--- config.mk ---
export PLATFORM = sky130hd
export DESIGN_NAME = fir_tap_sequencer
export DESIGN_NICKNAME = d
export VERILOG_FILES = /design/src/rtl/fir_pkg.sv /design/src/rtl/fir_delay_line.sv /design/src/rtl/fir_tap_sequencer.sv
export SDC_FILE = /design/constraint.sdc
export NUM_CORES = 1
export LEC_CHECK = 0
export CAP_MARGIN = 20
export CORE_ASPECT_RATIO = 0.9
export CORE_UTILIZATION = 51
export CTS_CLUSTER_DIAMETER = 40
export DETAILED_ROUTE_END_ITERATION = 10
export PLACE_DENSITY_LB_ADDON = 0.1
export SYNTH_ARGS = -nofsm -noshare
export SYNTH_HDL_FRONTEND = slang
export SYNTH_SLANG_ARGS = --single-unit
--- constraint.sdc ---
create_clock -name iClk12M -period 1.7 [get_ports iClk12M]
set_clock_uncertainty 0.1 [all_clocks]
set_input_delay 0.51 -clock iClk12M [delete_from_list [all_inputs] [get_ports iClk12M]]
set_output_delay 0.51 -clock iClk12M [all_outputs]
set_load 0.02 [all_outputs]
--- src/rtl/fir_pkg.sv ---
// Shared definitions for the FIR control path: filter geometry, sequencer
// state encoding and the pipeline drain length.
package fir_pkg;

  localparam int TAPS         = 10;  // filter taps / coefficient words used
  localparam int DATA_W       = 3;   // signed input sample width
  localparam int ADDR_W       = 4;   // coefficient SRAM address width
  localparam int COEFF_W      = 16;  // coefficient word width (MAC side)
  localparam int DRAIN_CYCLES = 2;   // cycles for SRAM + multiplier stages to empty
  localparam int DRAIN_W      = (DRAIN_CYCLES > 1) ? $clog2(DRAIN_CYCLES) : 1;

  typedef enum logic [2:0] {
    IDLE  = 3'd0,
    CLEAR = 3'd1,
    RUN   = 3'd2,
    DRAIN = 3'd3,
    DONE  = 3'd4
  } state_t;

endpackage

--- src/rtl/fir_delay_line.sv ---
// TAPS x DATA_W sample shift register.
//   clk_i      : clock
//   rst_i      : asynchronous active-high clear of every tap
//   shift_en_i : shift sample_i into tap 0, older taps move up by one
//   sample_i   : new sample
//   rd_addr_i  : tap index to read (tap 0 is the newest sample)
//   rd_data_o  : combinational read data, zero for indices beyond the last tap
module fir_delay_line
  import fir_pkg::*;
#(
  parameter int TAPS_P   = fir_pkg::TAPS,
  parameter int DATA_W_P = fir_pkg::DATA_W,
  parameter int ADDR_W_P = fir_pkg::ADDR_W
) (
  input  logic                clk_i,
  input  logic                rst_i,
  input  logic                shift_en_i,
  input  logic [DATA_W_P-1:0] sample_i,
  input  logic [ADDR_W_P-1:0] rd_addr_i,
  output logic [DATA_W_P-1:0] rd_data_o
);

  localparam logic [ADDR_W_P-1:0] LAST_ADDR = ADDR_W_P'(TAPS_P - 1);

  logic [DATA_W_P-1:0] tap_q [TAPS_P];

  // Shift register storage with asynchronous clear.
  always_ff @(posedge clk_i or posedge rst_i) begin
    if (rst_i) begin
      for (int j = 0; j < TAPS_P; j++) begin
        tap_q[j] <= '0;
      end
    end else if (shift_en_i) begin
      tap_q[0] <= sample_i;
      for (int j = 1; j < TAPS_P; j++) begin
        tap_q[j] <= tap_q[j-1];
      end
    end
  end

  // Indexed read port; out-of-range indices read as zero.
  always_comb begin
    rd_data_o = '0;
    if (rd_addr_i <= LAST_ADDR) begin
      rd_data_o = tap_q[rd_addr_i];
    end else begin
      rd_data_o = '0;
    end
  end

endmodule

--- src/rtl/fir_tap_sequencer.sv ---
// FIR control stage: accepts one signed sample per handshake into the delay
// line, then walks every tap issuing coefficient SRAM reads, delay-tap values
// and MAC enables, and flags the cycle where the MAC holds the finished sum.
//   iClk12M    : clock
//   iRst       : asynchronous active-high reset
//   iInValid   : input sample strobe
//   iInSample  : signed input sample
//   oInReady   : sample can be accepted (IDLE only)
//   oCsn       : coefficient SRAM chip select, active-low
//   oAddr      : coefficient SRAM address
//   oDelay     : delay-tap value aligned with SRAM read data
//   oEnMul     : MAC multiply enable
//   oEnAddAcc  : MAC add/accumulate enable
//   oMacRsn    : MAC synchronous clear, active-low
//   oOutValid  : one-cycle pulse, MAC output holds the completed sum
module fir_tap_sequencer
  import fir_pkg::*;
#(
  parameter int TAPS   = fir_pkg::TAPS,
  parameter int DATA_W = fir_pkg::DATA_W,
  parameter int ADDR_W = fir_pkg::ADDR_W
) (
  input  logic              iClk12M,
  input  logic              iRst,
  input  logic              iInValid,
  input  logic [DATA_W-1:0] iInSample,
  output logic              oInReady,
  output logic              oCsn,
  output logic [ADDR_W-1:0] oAddr,
  output logic [DATA_W-1:0] oDelay,
  output logic              oEnMul,
  output logic              oEnAddAcc,
  output logic              oMacRsn,
  output logic              oOutValid
);

  localparam logic [ADDR_W-1:0]  LAST_ADDR  = ADDR_W'(TAPS - 1);
  localparam logic [DRAIN_W-1:0] DRAIN_LAST = DRAIN_W'(DRAIN_CYCLES - 1);

  state_t              state_q;
  logic [ADDR_W-1:0]   addr_q;
  logic [DRAIN_W-1:0]  drain_q;
  logic                in_ready_q;
  logic                csn_q;
  logic                en_mul_q;
  logic                en_add_q;
  logic [DATA_W-1:0]   delay_q;
  logic                mac_rsn_q;
  logic                out_valid_q;
  logic                shift_en_d;
  logic [DATA_W-1:0]   tap_rd;

  // Handshake: ready is registered, so the first IDLE cycle after reset
  // (ready still low) must not accept a sample.
  always_comb begin
    shift_en_d = 1'b0;
    if ((state_q == IDLE) && in_ready_q && iInValid) begin
      shift_en_d = 1'b1;
    end else begin
      shift_en_d = 1'b0;
    end
  end

  fir_delay_line #(
    .TAPS_P   (TAPS),
    .DATA_W_P (DATA_W),
    .ADDR_W_P (ADDR_W)
  ) u_delay_line (
    .clk_i      (iClk12M),
    .rst_i      (iRst),
    .shift_en_i (shift_en_d),
    .sample_i   (iInSample),
    .rd_addr_i  (addr_q),
    .rd_data_o  (tap_rd)
  );

  // Sequencer FSM, address counter and registered MAC-side outputs.
  always_ff @(posedge iClk12M or posedge iRst) begin
    if (iRst) begin
      state_q     <= IDLE;
      addr_q      <= '0;
      drain_q     <= '0;
      in_ready_q  <= 1'b0;
      csn_q       <= 1'b1;
      en_mul_q    <= 1'b0;
      en_add_q    <= 1'b0;
      delay_q     <= '0;
      mac_rsn_q   <= 1'b0;
      out_valid_q <= 1'b0;
    end else begin
      // Pipeline stages trailing the SRAM read: the tap value and multiply
      // enable line up with the read data one cycle after the address, the
      // accumulate enable follows the multiply register one cycle later.
      en_mul_q    <= ~csn_q;
      delay_q     <= csn_q ? '0 : tap_rd;
      en_add_q    <= en_mul_q;
      out_valid_q <= 1'b0;

      case (state_q)
        IDLE: begin
          if (shift_en_d) begin
            in_ready_q <= 1'b0;
            mac_rsn_q  <= 1'b0;
            state_q    <= CLEAR;
          end else begin
            in_ready_q <= 1'b1;
            mac_rsn_q  <= 1'b1;
          end
        end
        CLEAR: begin
          mac_rsn_q <= 1'b1;
          csn_q     <= 1'b0;
          addr_q    <= '0;
          state_q   <= RUN;
        end
        RUN: begin
          if (addr_q == LAST_ADDR) begin
            csn_q   <= 1'b1;
            drain_q <= '0;
            state_q <= DRAIN;
          end else begin
            addr_q <= addr_q + 1'b1;
          end
        end
        DRAIN: begin
          if (drain_q == DRAIN_LAST) begin
            out_valid_q <= 1'b1;
            state_q     <= DONE;
          end else begin
            drain_q <= drain_q + 1'b1;
          end
        end
        DONE: begin
          in_ready_q <= 1'b1;
          state_q    <= IDLE;
        end
        default: begin
          csn_q      <= 1'b1;
          in_ready_q <= 1'b0;
          mac_rsn_q  <= 1'b0;
          state_q    <= IDLE;
        end
      endcase
    end
  end

  assign oInReady  = in_ready_q;
  assign oCsn      = csn_q;
  assign oAddr     = addr_q;
  assign oDelay    = delay_q;
  assign oEnMul    = en_mul_q;
  assign oEnAddAcc = en_add_q;
  assign oMacRsn   = mac_rsn_q;
  assign oOutValid = out_valid_q;

endmodule

# ---- After elaboration in Yosys (flattened, before gate mapping)
# Index checks and enable logic that the tools add are counted.
dict set report classes {
  addsub 2
  order_cmp 2
  eq_ne 9
  mux 22
  n_bitwise 3
  n_reduce_logical 12
}
# cell n
set op_table {}
lappend op_table {{2-to-1 mux 3 bit} 7}
lappend op_table {{binary-select mux 3 bit (select 4 bit)} 1}
lappend op_table {{one-hot mux 3 bit (4 select lines)} 1}
lappend op_table {{one-hot mux 1 bit (3 select lines)} 3}
lappend op_table {{OR reduction 3 bit} 3}
lappend op_table {{!= test 2 bit (second input constant)} 4}
lappend op_table {{one-hot mux 4 bit (2 select lines)} 1}
lappend op_table {{2-to-1 mux 1 bit} 7}
lappend op_table {{== test 3 x 2 -> 1 bit (second input constant)} 2}
lappend op_table {{AND reduction 2 bit} 3}
lappend op_table {{>= comparator 5 bit (second input constant)} 1}
lappend op_table {{NOT 4 -> 5 bit} 1}
lappend op_table {{adder 4 x 1 -> 4 bit (second input constant)} 1}
lappend op_table {{== test 4 bit (second input constant)} 1}
lappend op_table {{<= comparator 4 bit (second input constant)} 1}
lappend op_table {{2-to-1 mux 4 bit} 1}
lappend op_table {{nonzero test 2 bit} 2}
lappend op_table {{== test 3 x 1 -> 1 bit (second input constant)} 1}
lappend op_table {{== test 3 bit (second input constant)} 1}
lappend op_table {{logical NOT 3 bit} 1}
lappend op_table {{AND reduction 3 bit} 1}
lappend op_table {{logical AND 1 bit} 2}
lappend op_table {{NOT 1 bit} 2}
lappend op_table {{one-hot mux 1 bit (2 select lines)} 1}
lappend op_table {{adder 1 bit (second input constant)} 1}
dict set report word_totals {
  regBits 47
  in_bits 6
  output_inout_bits 13
  word_cells 70
}

# ---- Logic depth before layout (Yosys ltp)
dict set report depth {
  word_depth 6
  depth_mapped 8
}

# ---- By module
# Synthesis repeated with hierarchy kept, for this count alone.
dict set report hier_totals {
  hier_cells 162
  area_unflattened_um2 2150.8
}
# module instances cells_per_inst area_per_inst_um2 seq_area_each_um2
set by_module_without_submodules {}
lappend by_module_without_submodules {fir_delay_line 1 89 1363.8 750.7}
lappend by_module_without_submodules {fir_tap_sequencer 1 73 787.0 426.7}

# ---- Worst setup path before layout
# Ideal clock, no wire load.
dict set report synth_timing {
  kind {reg-to-reg}
  startpoint {register addr_q[1] (netlist: oAddr[1])}
  endpoint {register state_q[0]}
  setup_time_ns 0.072
  arrival_time_ns 1.586
  required_ns 1.528
  slack_ns -0.058
  path_stages_with_launch 8
  cell_sequence {dfrtp_1 -> clkbuf_1 -> inv_1 -> ha_1 -> nand3b_2 -> mux2_2 -> o22a_1 -> nor2_1}
}
dict set report synth_between {
  elab_chain_len 3
}
# element line_no
set synth_rtl {}
lappend synth_rtl {{from (decl)} fir_tap_sequencer.sv:41} ;# logic [ADDR_W-1:0] addr_q;
lappend synth_rtl {{from (signal assigned)} fir_tap_sequencer.sv:122} ;# addr_q <= addr_q + 1'b1;
lappend synth_rtl {{== test 4 bit} fir_tap_sequencer.sv:117} ;# if (addr_q == LAST_ADDR) begin
lappend synth_rtl {{!= test 2 bit (no source line)} --}
lappend synth_rtl {{AND reduction 3 bit (no source line)} --}
lappend synth_rtl {{to (signal assigned)} fir_tap_sequencer.sv:114} ;# state_q <= RUN;
lappend synth_rtl {{to (signal assigned)} fir_tap_sequencer.sv:120} ;# state_q <= DRAIN;
lappend synth_rtl {{to (signal assigned)} fir_tap_sequencer.sv:128} ;# state_q <= DONE;
lappend synth_rtl {{to (decl)} fir_tap_sequencer.sv:40} ;# state_t state_q;
# Every way passes these cells.
# A chain may end at the register's enable or synchronous reset.

# ---- Worst setup path in the final report
dict set report layout_timing {
  startpoint {register in_ready_q (netlist: oInReady)}
  endpoint {output port oInReady}
}
# element line_no
set layout_lines {}
lappend layout_lines {{from (decl)} fir_tap_sequencer.sv:43} ;# logic in_ready_q;
lappend layout_lines {{from (signal assigned)} fir_tap_sequencer.sv:83} ;# in_ready_q <= 1'b0;
lappend layout_lines {{from (signal assigned)} fir_tap_sequencer.sv:102} ;# in_ready_q <= 1'b0;
lappend layout_lines {{from (signal assigned)} fir_tap_sequencer.sv:106} ;# in_ready_q <= 1'b1;
lappend layout_lines {{to (decl)} fir_tap_sequencer.sv:27} ;# output logic oInReady,
# No word-level cell between the ends.

==> flow_summary_export.csv <==
group,metric,value,unit
run_status,run_status,"finished with violations",
run_status,failed_checks,"DRC",
pwr,power,4.91,mW
logic_synthesis,synthArstFlopShare,1.00,
detailed_routing,met1_wire_length,1920,um
logic_synthesis,synth.net_count,183,
critical_path,crit_chain,"dlygate4sd2_1",
cts,cts.reportedPaths.clkPinSlew,0.08,ns
cells_and_area,layout-area-overhead-vs-synth,18.8,%
timing,final_hold_viol_count,0,
critical_path,critPathLaunchType,"flop",
cells_and_area,finish.net_count,211,
grt,grt_start_max_net_pins,48,
timing,finalSetupViolations,0,
logic_synthesis,syn_inst,174,
cts,cts_tree,"built",
logic_synthesis,number_of_flops_mapped_to_enable_cells_by_yosys,0,
cts,clk_tree_root_cell,"sky130_fd_sc_hd__clkbuf_8",
placement,port_buffers,18,
critical_path,cpMaxStageDelayCell,"sky130_fd_sc_hd__dfrtp_1",
detailed_routing,maxUsedRoutingLayer,"met4",
logic_synthesis,synth.area.mux_share,0.232,
critical_path,regToRegSetupSlack,0.09,ns
detailed_routing,wl_per_cell,16.5,um
pwr,vdd.ir_drop.worst,1.04,mV
detailed_routing,drt-vias-per-instance,5.80,
critical_path,timing.critical_path.slowest_cell_delay,0.41,ns
cells_and_area,num_antenna_cells,0,
cts,cts-htree-levels,2,
timing,layout_worst_path_cycle_share,0.968,
grt,antenna_found_initial,0,
logic_synthesis,synth_fa_ha_area_frac,0.0170,
grt,first_global_vias,1474,
logic_synthesis,avgSynthCellArea,12.7,um^2
detailed_routing,postRouteWirelength,4150,um
cts,numCtsBuffers,5,
logic_synthesis,synth.cell_area,2200,um^2
floorplanning,floorplan_die_width,71.3,um
cts,cts_hold_bufs,0,
pwr,power_density,1870,nW/um^2
pwr,p_sw,1.79,mW
pwr,p_sw_frac,0.365,
detailed_routing,drtAntennaViolNets,0,
pwr,clock_power_share,0.130,
placement,cell_area_placed,2470,um^2
placement,globalplace.congestion,0.821,
timing,fmax,0.608,GHz
cts,clockBufferDepth,2,
floorplanning,io_pins,19,
logic_synthesis,yosys_warnings,0,
detailed_routing,drcViolationCount,2,
critical_path,worst_ep_arrival_time,1.04,ns
timing,grt_setup_unrepaired,"no",
logic_synthesis,synth_sequential_area_ratio,0.534,
pwr,static-leakage-power,1.19,nW
floorplanning,core-area,4100,um^2
floorplanning,chipHeight,64.4,um
logic_synthesis,post_synth_num_cell_types,32,
logic_synthesis,dominant_combinational_cell_family_by_area_after_synthesis,"multiplexers",
critical_path,path_delay_family,"flip-flops",
grt,globalRoute.totalOverflow,0,
logic_synthesis,synth.ff_latch_count,47,
logic_synthesis,yosys.area_share.simple,0.0709,
timing,layout_min_cycle_time,1.65,ns
worst_hold_path,hold_class,"reg -> reg",
cts,tritoncts_num_sinks,47,
detailed_routing,detailedRoute.firstPassIterationCount,7,
logic_synthesis,synth_compound_area_frac,0.0925,
flow_run,drv_cap,0,
detailed_routing,drt-initial-drc-count,136,
floorplanning,placementRows,22,
grt,grt_pass1_wl,7200,um
critical_path,endpoint_kind,"output port",
floorplanning,initial_core_util,0.538,
floorplanning,die_outline_area,4590,um^2
cells_and_area,nFillCells,311,
critical_path,crit_path_max_fanout,3,
logic_synthesis,synth_xor_xnor_area_share,0,
detailed_routing,dr_wl_met2,2020,um
cells_and_area,design_area,2620,um^2
cts,clk-insertion-delay-late,0.30,ns
critical_path,critical_path_required,1.09,ns
timing,final_slew_violations,0,
critical_path,timing.setup.critical_path_class,"reg -> out",
timing,slew_headroom,0.702,
pwr,power_report.internal_total,3.12,mW
cells_and_area,utilization_of_the_core_after_routing,0.639,
logic_synthesis,postSynth.topFlopCell,"sky130_fd_sc_hd__dfrtp_1",
detailed_routing,detailroute.wirelength.met3,155,um
pwr,p_comb_frac,0.480,
grt,grt_use_total,0.211,
detailed_routing,via_count,1457,
timing,timing_worst_slew_pin_value,0.447,ns
critical_path,critPathBufInv,1,
cells_and_area,layout_commonest_cell,"sky130_fd_sc_hd__dfrtp_1",
cells_and_area,layout.cells.most_common_list,"sky130_fd_sc_hd__dfrtp_1, sky130_fd_sc_hd__mux2_2, sky130_fd_sc_hd__dlygate4sd2_1",
placement,dp_hpwl,2690,um
pwr,power.sequential.fraction,0.389,
cells_and_area,post_route_cells_drive_above_1_share,0.315,
## registers in the layout, summed over array words and instances (netlist names)
register and count:
oMacRsn 1, oInReady 1, oOutValid 1, oEnMul 1, state_q 3, u_delay_line.tap_q 30
oDelay 3, oEnAddAcc 1, oAddr 4, drain_q 1, oCsn 1
## per-layer routing
| layer | track usage | vias up |
|---|---|---|
| met2 | 0.333 | 34 |
| met3 | 0.0426 | 6 |
| li1 | - | 675 |
| met1 | 0.285 | 742 |
| met5 | 0 | - |
| met4 | 0.0900 | 0 |
## kinds of logic (layout without fill, tap and decap cells)
| kind of cell | count (synthesis) | after routing |
|---|---|---|
| simple gates | 29 | 29 |
| buf+inv | 20 | 49 |
| flops | 47 | 47 |
| mux | 43 | 43 |
| fa+ha+maj | 3 | 3 |
| compound gates | 32 | 32 |
## area by class of cell
class	count	area, um^2	area share
Clock buffer	7	76.3	0.0291
Clock inverter	1	5.00	0.00191
Inverter	7	30.0	0.0115
Multi-Input combinational cell	107	922	0.352
Sequential cell	47	1180	0.449
Tap cell	48	60.1	0.0229
Timing Repair Buffer	34	349	0.133
## path summary, 6_finish.rpt
kind | startpoint | cells after the start | to
worst max-delay path | oInReady$_DFFE_PP0N_ | 1 | oInReady
worst min-delay path | oEnMul$_DFF_PP0_ | 0 | oEnAddAcc$_DFF_PP0_
worst max register to register | state_q[0]$_DFFE_PP0P_ | 3 | u_delay_line.tap_q[7]$_DFFE_PP0P_
worst min register to register | oEnMul$_DFF_PP0_ | 0 | oEnAddAcc$_DFF_PP0_
max in group asynchronous | iRst | 3 | oCsn$_DFFE_PP1P_
min in group asynchronous | iRst | 3 | u_delay_line.tap_q[27]$_DFFE_PP0P_
## synth_stat cells (2+ instances only)
master | instances | area share
sky130_fd_sc_hd__inv_1 | 7 | 0.012
sky130_fd_sc_hd__a31oi_1 | 2 | 0.0057
sky130_fd_sc_hd__dfrtp_1 | 46 | 0.52
sky130_fd_sc_hd__and3_1 | 2 | 0.0057
sky130_fd_sc_hd__mux4_2 | 3 | 0.031
sky130_fd_sc_hd__clkbuf_1 | 5 | 0.0085
sky130_fd_sc_hd__buf_6 | 5 | 0.026
sky130_fd_sc_hd__nor2_1 | 8 | 0.014
sky130_fd_sc_hd__nor3_1 | 3 | 0.0068
sky130_fd_sc_hd__ha_1 | 3 | 0.017
sky130_fd_sc_hd__and2_1 | 3 | 0.0085
sky130_fd_sc_hd__mux2_2 | 32 | 0.16
sky130_fd_sc_hd__a32oi_1 | 3 | 0.012
sky130_fd_sc_hd__mux2_1 | 2 | 0.010
sky130_fd_sc_hd__o21ai_0 | 11 | 0.025
sky130_fd_sc_hd__a21oi_1 | 8 | 0.018
sky130_fd_sc_hd__a221oi_1 | 2 | 0.0079
sky130_fd_sc_hd__buf_2 | 2 | 0.0045
sky130_fd_sc_hd__nand2_1 | 9 | 0.015
sky130_fd_sc_hd__mux2i_1 | 6 | 0.027
## stage by stage
step                worst slack (ns)  hold WS, ns  std cells  setup TNS, ns
CTS                         -0.00695        0.283        252        -0.0407
finish                        0.0545        0.276        251              0
detailed placement            -0.441        0.269        239         -13.09
global route                 0.00937        0.299        251              0
floorplan                    -0.0234        0.370        174        -0.0234
global placement              -0.382        0.258        239         -11.50
## timing repair
| item | 4_1_cts | 5_1_grt |
|---|---|---|
| gates resized for setup | 20 | 5 |
| pin swaps | 2 | 1 |
| setup endpoints to repair | 43 | 9 |
| buffers inserted | 3 | 0 |
| cloned | 2 | 0 |
## power groups by stage
stage | sequential [mW] | combinational, mW | clock [mW]
after detailed placement | 1.93 | 2.25 | 0
after global placement | 1.90 | 2.18 | 0
final | 1.91 | 2.36 | 0.640
after floorplan | 1.98 | 1.56 | 0
after CTS | 1.91 | 2.36 | 0.657
after global routing | 1.97 | 2.57 | 0.709
Note: power is estimated with default switching activity, not from simulation.
==> variant 1: new RTL, same settings <==
Change the package constant `TAPS` from 10 to 20.
--- a/src/rtl/fir_pkg.sv
+++ b/src/rtl/fir_pkg.sv
@@ -2,7 +2,7 @@
 // state encoding and the pipeline drain length.
 package fir_pkg;
 
-  localparam int TAPS         = 10;  // filter taps / coefficient words used
+  localparam int TAPS         = 20;  // filter taps / coefficient words used
   localparam int DATA_W       = 3;   // signed input sample width
   localparam int ADDR_W       = 4;   // coefficient SRAM address width
   localparam int COEFF_W      = 16;  // coefficient word width (MAC side)
Formal check against the unedited RTL: not equivalent (Yosys sat finds a counterexample within 10 cycles, from zero or initial values and one cycle with iRst high).
==> variant 1 against the unedited design <==
Design area is 33% lower; sequential power is 37% lower; total power fell by 30%; setup slack got worse by 0.013 ns; clock power rose by 12%; area after synthesis shrank 40%; sequential cell count is 18 lower; register-to-register slack lost 0.02 ns; wire length is 36% lower; highest routed layer unchanged.
==> variant 1: results (changes against the unedited design) <==
[pwr]
leakage_nw = 0.8010  ; was 1.193 nW
vdd.ir_drop.worst_uv = 1379  ; was 1044 uV

[clock_tree]
postCtsSetupRepairBufs = 1  ; was 3
clockRootBuffer = clkbuf_4  ; was clkbuf_8
insertion_delay_ns = 0.34  ; was 0.30 ns
cts_resized = 20  ; unchanged
path_clk_slew_ns = 0.10  ; was 0.08 ns

[sta]
slew_headroom = 0.6840  ; was 0.7015

[placement]
place_area_um2 = 1612  ; was 2471 um2
hpwl_mm = 1.649  ; was 2.690 mm
place_ws_ns = -0.3396  ; was -0.4408 ns
gp_congestion = 0.7504  ; was 0.8214

[route]
routedWlPerCell_um = 16.06  ; was 16.51 um
drt-initial-drc-count = 13  ; was 136
drtAntennaViolNets = 0  ; unchanged
met1Wirelength_mm = 1.206  ; was 1.915 mm
route.met2.wl_mm = 1.263  ; was 2.020 mm
drt_first_pass_iters = 4  ; was 7
wl_met3_um = 132  ; was 155 um
via_per_inst = 5.570  ; was 5.805
top_layer = met4  ; unchanged

[setup_path]
cp_slowest_stage_delay_ns = 0.45  ; was 0.41 ns
crit_path_top_delay_cell = dfrtp_2  ; was dfrtp_1

[outcome]
outcome = finished, final reports clean  ; was finished with violations

[global_routing]
track_usage = 0.2146  ; was 0.2115
antenna_found_initial = 0  ; unchanged
gr-usage-met3 = 0.07990  ; was 0.04259
grt_pass1_vias = 897  ; was 1474
grt_max_degree = 30  ; was 48
grt_overflow = 0  ; unchanged
grt_pass1_wl_mm = 4.347  ; was 7.196 mm
global_route.usage.met1 = 0.2869  ; was 0.2850
grt.met2_usage = 0.3173  ; was 0.3333

[yosys]
synth_common_cells = 28 x dfrtp_1, 12 x mux2_2, 6 x inv_1  ; was 46 x dfrtp_1, 32 x mux2_2, 11 x o21ai_0
async_flop_share = 1.000  ; unchanged
synthesis.nets = 113  ; was 183
yosys.area.top_type_share = 0.5293  ; was 0.5221
synth_area_leaders = dfrtp_1 53%, mux2_2 10%, mux4_2 5.1%, dfstp_2 2.0%, nor2b_1 1.9%  ; was dfrtp_1 52%, mux2_2 16%, mux4_2 3.1%, mux2i_1 2.7%, buf_6 2.6%
synth-seq-area-share = 0.5491  ; was 0.5341
synth_cell_types = 31  ; was 32

[cells_and_area]
nets = 143  ; was 211
largest_register_ffs = 12  ; was 30
drive_gt1_frac = 0.3723  ; was 0.3153

## variant 1: kinds of logic (layout without fill, tap and decap cells)
kind of cell / after synthesis / count (layout) / synth area share
DFF: 29 / 29 / 0.5492
and+or+nand+nor: 28 / 28 / 0.1352
AOI/OAI and AO/OA: 17 / 17 / 0.08601
buffers and inverters: 16 / 47 / 0.06710
muxes: 15 / 15 / 0.1531
adders and majority gates: 1 / 1 / 0.009450
## variant 1: power by group
part | internal (mW) | switching, mW | leakage, nW
clock | 0.455 | 0.262 | 0.0552
sequential | 1.01 | 0.196 | 0.350
combinational | 0.808 | 0.720 | 0.395
## variant 1: through the flow
step                hold slack, ns  std cells    TNS (ns)  total power [mW]  utilization
global placement            0.2602        154      -3.814             2.683       0.6588
floorplan                   0.3753        106           0             2.209            -
finish                      0.2894        165           0             3.447       0.7151
detailed placement          0.2711        154      -3.898             2.726       0.6588
CTS                         0.2908        163           0             3.396       0.6977
global route                0.3002        165  -0.0009236             3.663       0.7151
## variant 1: area by class of cell
| cell class | count | area [um2] |
|---|---|---|
| fill | 185 | 696.9 |
| multi-input combinational | 61 | 541.8 |
| clock buffer | 5 | 37.54 |
| clock inverter | 3 | 65.06 |
| tap | 28 | 35.03 |
| sequential | 29 | 729.5 |
| timing repair buffer | 33 | 317.8 |
| inverter | 6 | 22.52 |
## variant 1: final timing paths
path,from,to,slack [ns],cells past startpoint
max,oAddr[0],oAddr[0],0.04,1
min,oEnMul,oEnAddAcc,0.29,0
max reg2reg,oAddr[1],oAddr[1],0.07,5
min reg2reg,oEnMul,oEnAddAcc,0.29,0
max in group asynchronous,iRst,oCsn,0.88,3
min in group asynchronous,iRst,oAddr[3],0.39,3
==> variant 2: new RTL, same settings <==
Without the edit above. Encoding of `state_t`: now Gray code (3 bits for 5 states).
--- a/src/rtl/fir_pkg.sv
+++ b/src/rtl/fir_pkg.sv
@@ -10,11 +10,11 @@
   localparam int DRAIN_W      = (DRAIN_CYCLES > 1) ? $clog2(DRAIN_CYCLES) : 1;
 
   typedef enum logic [2:0] {
-    IDLE  = 3'd0,
-    CLEAR = 3'd1,
-    RUN   = 3'd2,
-    DRAIN = 3'd3,
-    DONE  = 3'd4
+    IDLE  = 3'b000,
+    CLEAR = 3'b001,
+    RUN   = 3'b011,
+    DRAIN = 3'b010,
+    DONE  = 3'b110
   } state_t;
 
 endpackage
Check against the original RTL: same outputs for any inputs over 10 cycles, from zero or initial values and one cycle with iRst high; not proved beyond that.
==> variant 2 against the unedited design <==
Sequential cell count unchanged; sequential power decreased by 4%; design area increased by 6.2%; area after synthesis increased by 4.4%; critical path depth unchanged; register-to-register slack got worse by 0.04 ns; largest power group unchanged; total power decreased by 0.59%; setup slack got worse by 0.0063 ns; count of clock-buffer cells in the layout decreased by 1; fmax decreased by 0.38%; wire length increased by 1.1%.
==> variant 2: results (changes against the unedited design) <==
[yosys]
synth-seq-area-share = 0.5114  ; was 0.5341
synth-compound-area-share = 0.07446  ; was 0.09251
synthMuxAreaShare = 0.2701  ; was 0.2316
synthesis.nets = 175  ; was 183
synth_area_leaders = dfrtp_1 50%, mux2_4 20%, mux2i_1 3.0%, mux4_2 2.9%, a211oi_1 2.3%  ; was dfrtp_1 52%, mux2_2 16%, mux4_2 3.1%, mux2i_1 2.7%, buf_6 2.6%
synth_common_cells = 46 x dfrtp_1, 30 x mux2_4  ; was 46 x dfrtp_1, 32 x mux2_2, 11 x o21ai_0

[placement]
place_ws_ns = -0.5081  ; was -0.4408 ns
gp_congestion = 0.7716  ; was 0.8214

[cells_and_area]
final-seq-area_um2 = 1179  ; was 1177 um2
drive_gt1_frac = 0.3518  ; was 0.3153
nonClkBufAreaFrac = 0.1282  ; was 0.1332
fillers = 318  ; was 311
multi_input_gates = 101  ; was 107
clkCellAreaFrac = 0.04229  ; was 0.03104
nets = 207  ; was 211
signal_buffers = 36  ; was 34
nClkBuffers = 6  ; was 7

[setup_path]
cp_max_fo = 5  ; was 3
r2r-end = oInReady  ; was u_delay_line.tap_q[7]

[pwr]
power_frac_clock = 0.171  ; was 0.130
power.density_nw_per_um2 = 1754  ; was 1873 nW/um2
p_sw_mw = 1.651  ; was 1.790 mW
pwr-share-comb = 0.451  ; was 0.480
vdd.ir_drop.worst_uv = 1008  ; was 1044 uV

[route]
via_per_inst = 5.386  ; was 5.805
route.met2.wl_mm = 1.973  ; was 2.020 mm
wl_met3_um = 114  ; was 155 um
drt_first_pass_iters = 4  ; was 7
routed_wl_mm = 4.191  ; was 4.145 mm

[outcome]
outcome = finished, final reports clean  ; was finished with violations

[global_routing]
grt.met2_usage = 0.3306  ; was 0.3333
grt_max_degree = 25  ; was 48
global_route.usage.met1 = 0.2772  ; was 0.2850
gr-usage-met3 = 0.04908  ; was 0.04259
track_usage = 0.2098  ; was 0.2115

[sta]
period_minus_slack_ns = 1.652  ; was 1.645 ns

## variant 2: repair_timing
item / 4_1_cts / 5_1_grt
gates resized for setup: 21 / 6
pin swaps: 1 / 2
setup buffers: 7 / 0
gates cloned: 2 / 0
setup endpoints to repair: 43 / 40
## variant 2: per-stage QoR
stage	cells	hold slack (ns)	util	TNS, ns	power [mW]
after floorplan	166	0.3670	-	0	3.415
after CTS	261	0.2853	0.6714	-1.331	4.945
after detailed placement	244	0.2702	0.6194	-15.06	4.021
after global routing	259	0.2880	0.6604	0	5.162
final	259	0.2796	0.6604	0	4.879
after global placement	244	0.2549	0.6194	-13.85	3.950
## variant 2: worst register-to-register path, delay by kind of cell (launching register included)
family | cells | cell delay [ns]
buf+inv | 5 | 0.63
flops | 1 | 0.38
compound gates | 2 | 0.26
simple gates | 1 | 0.17
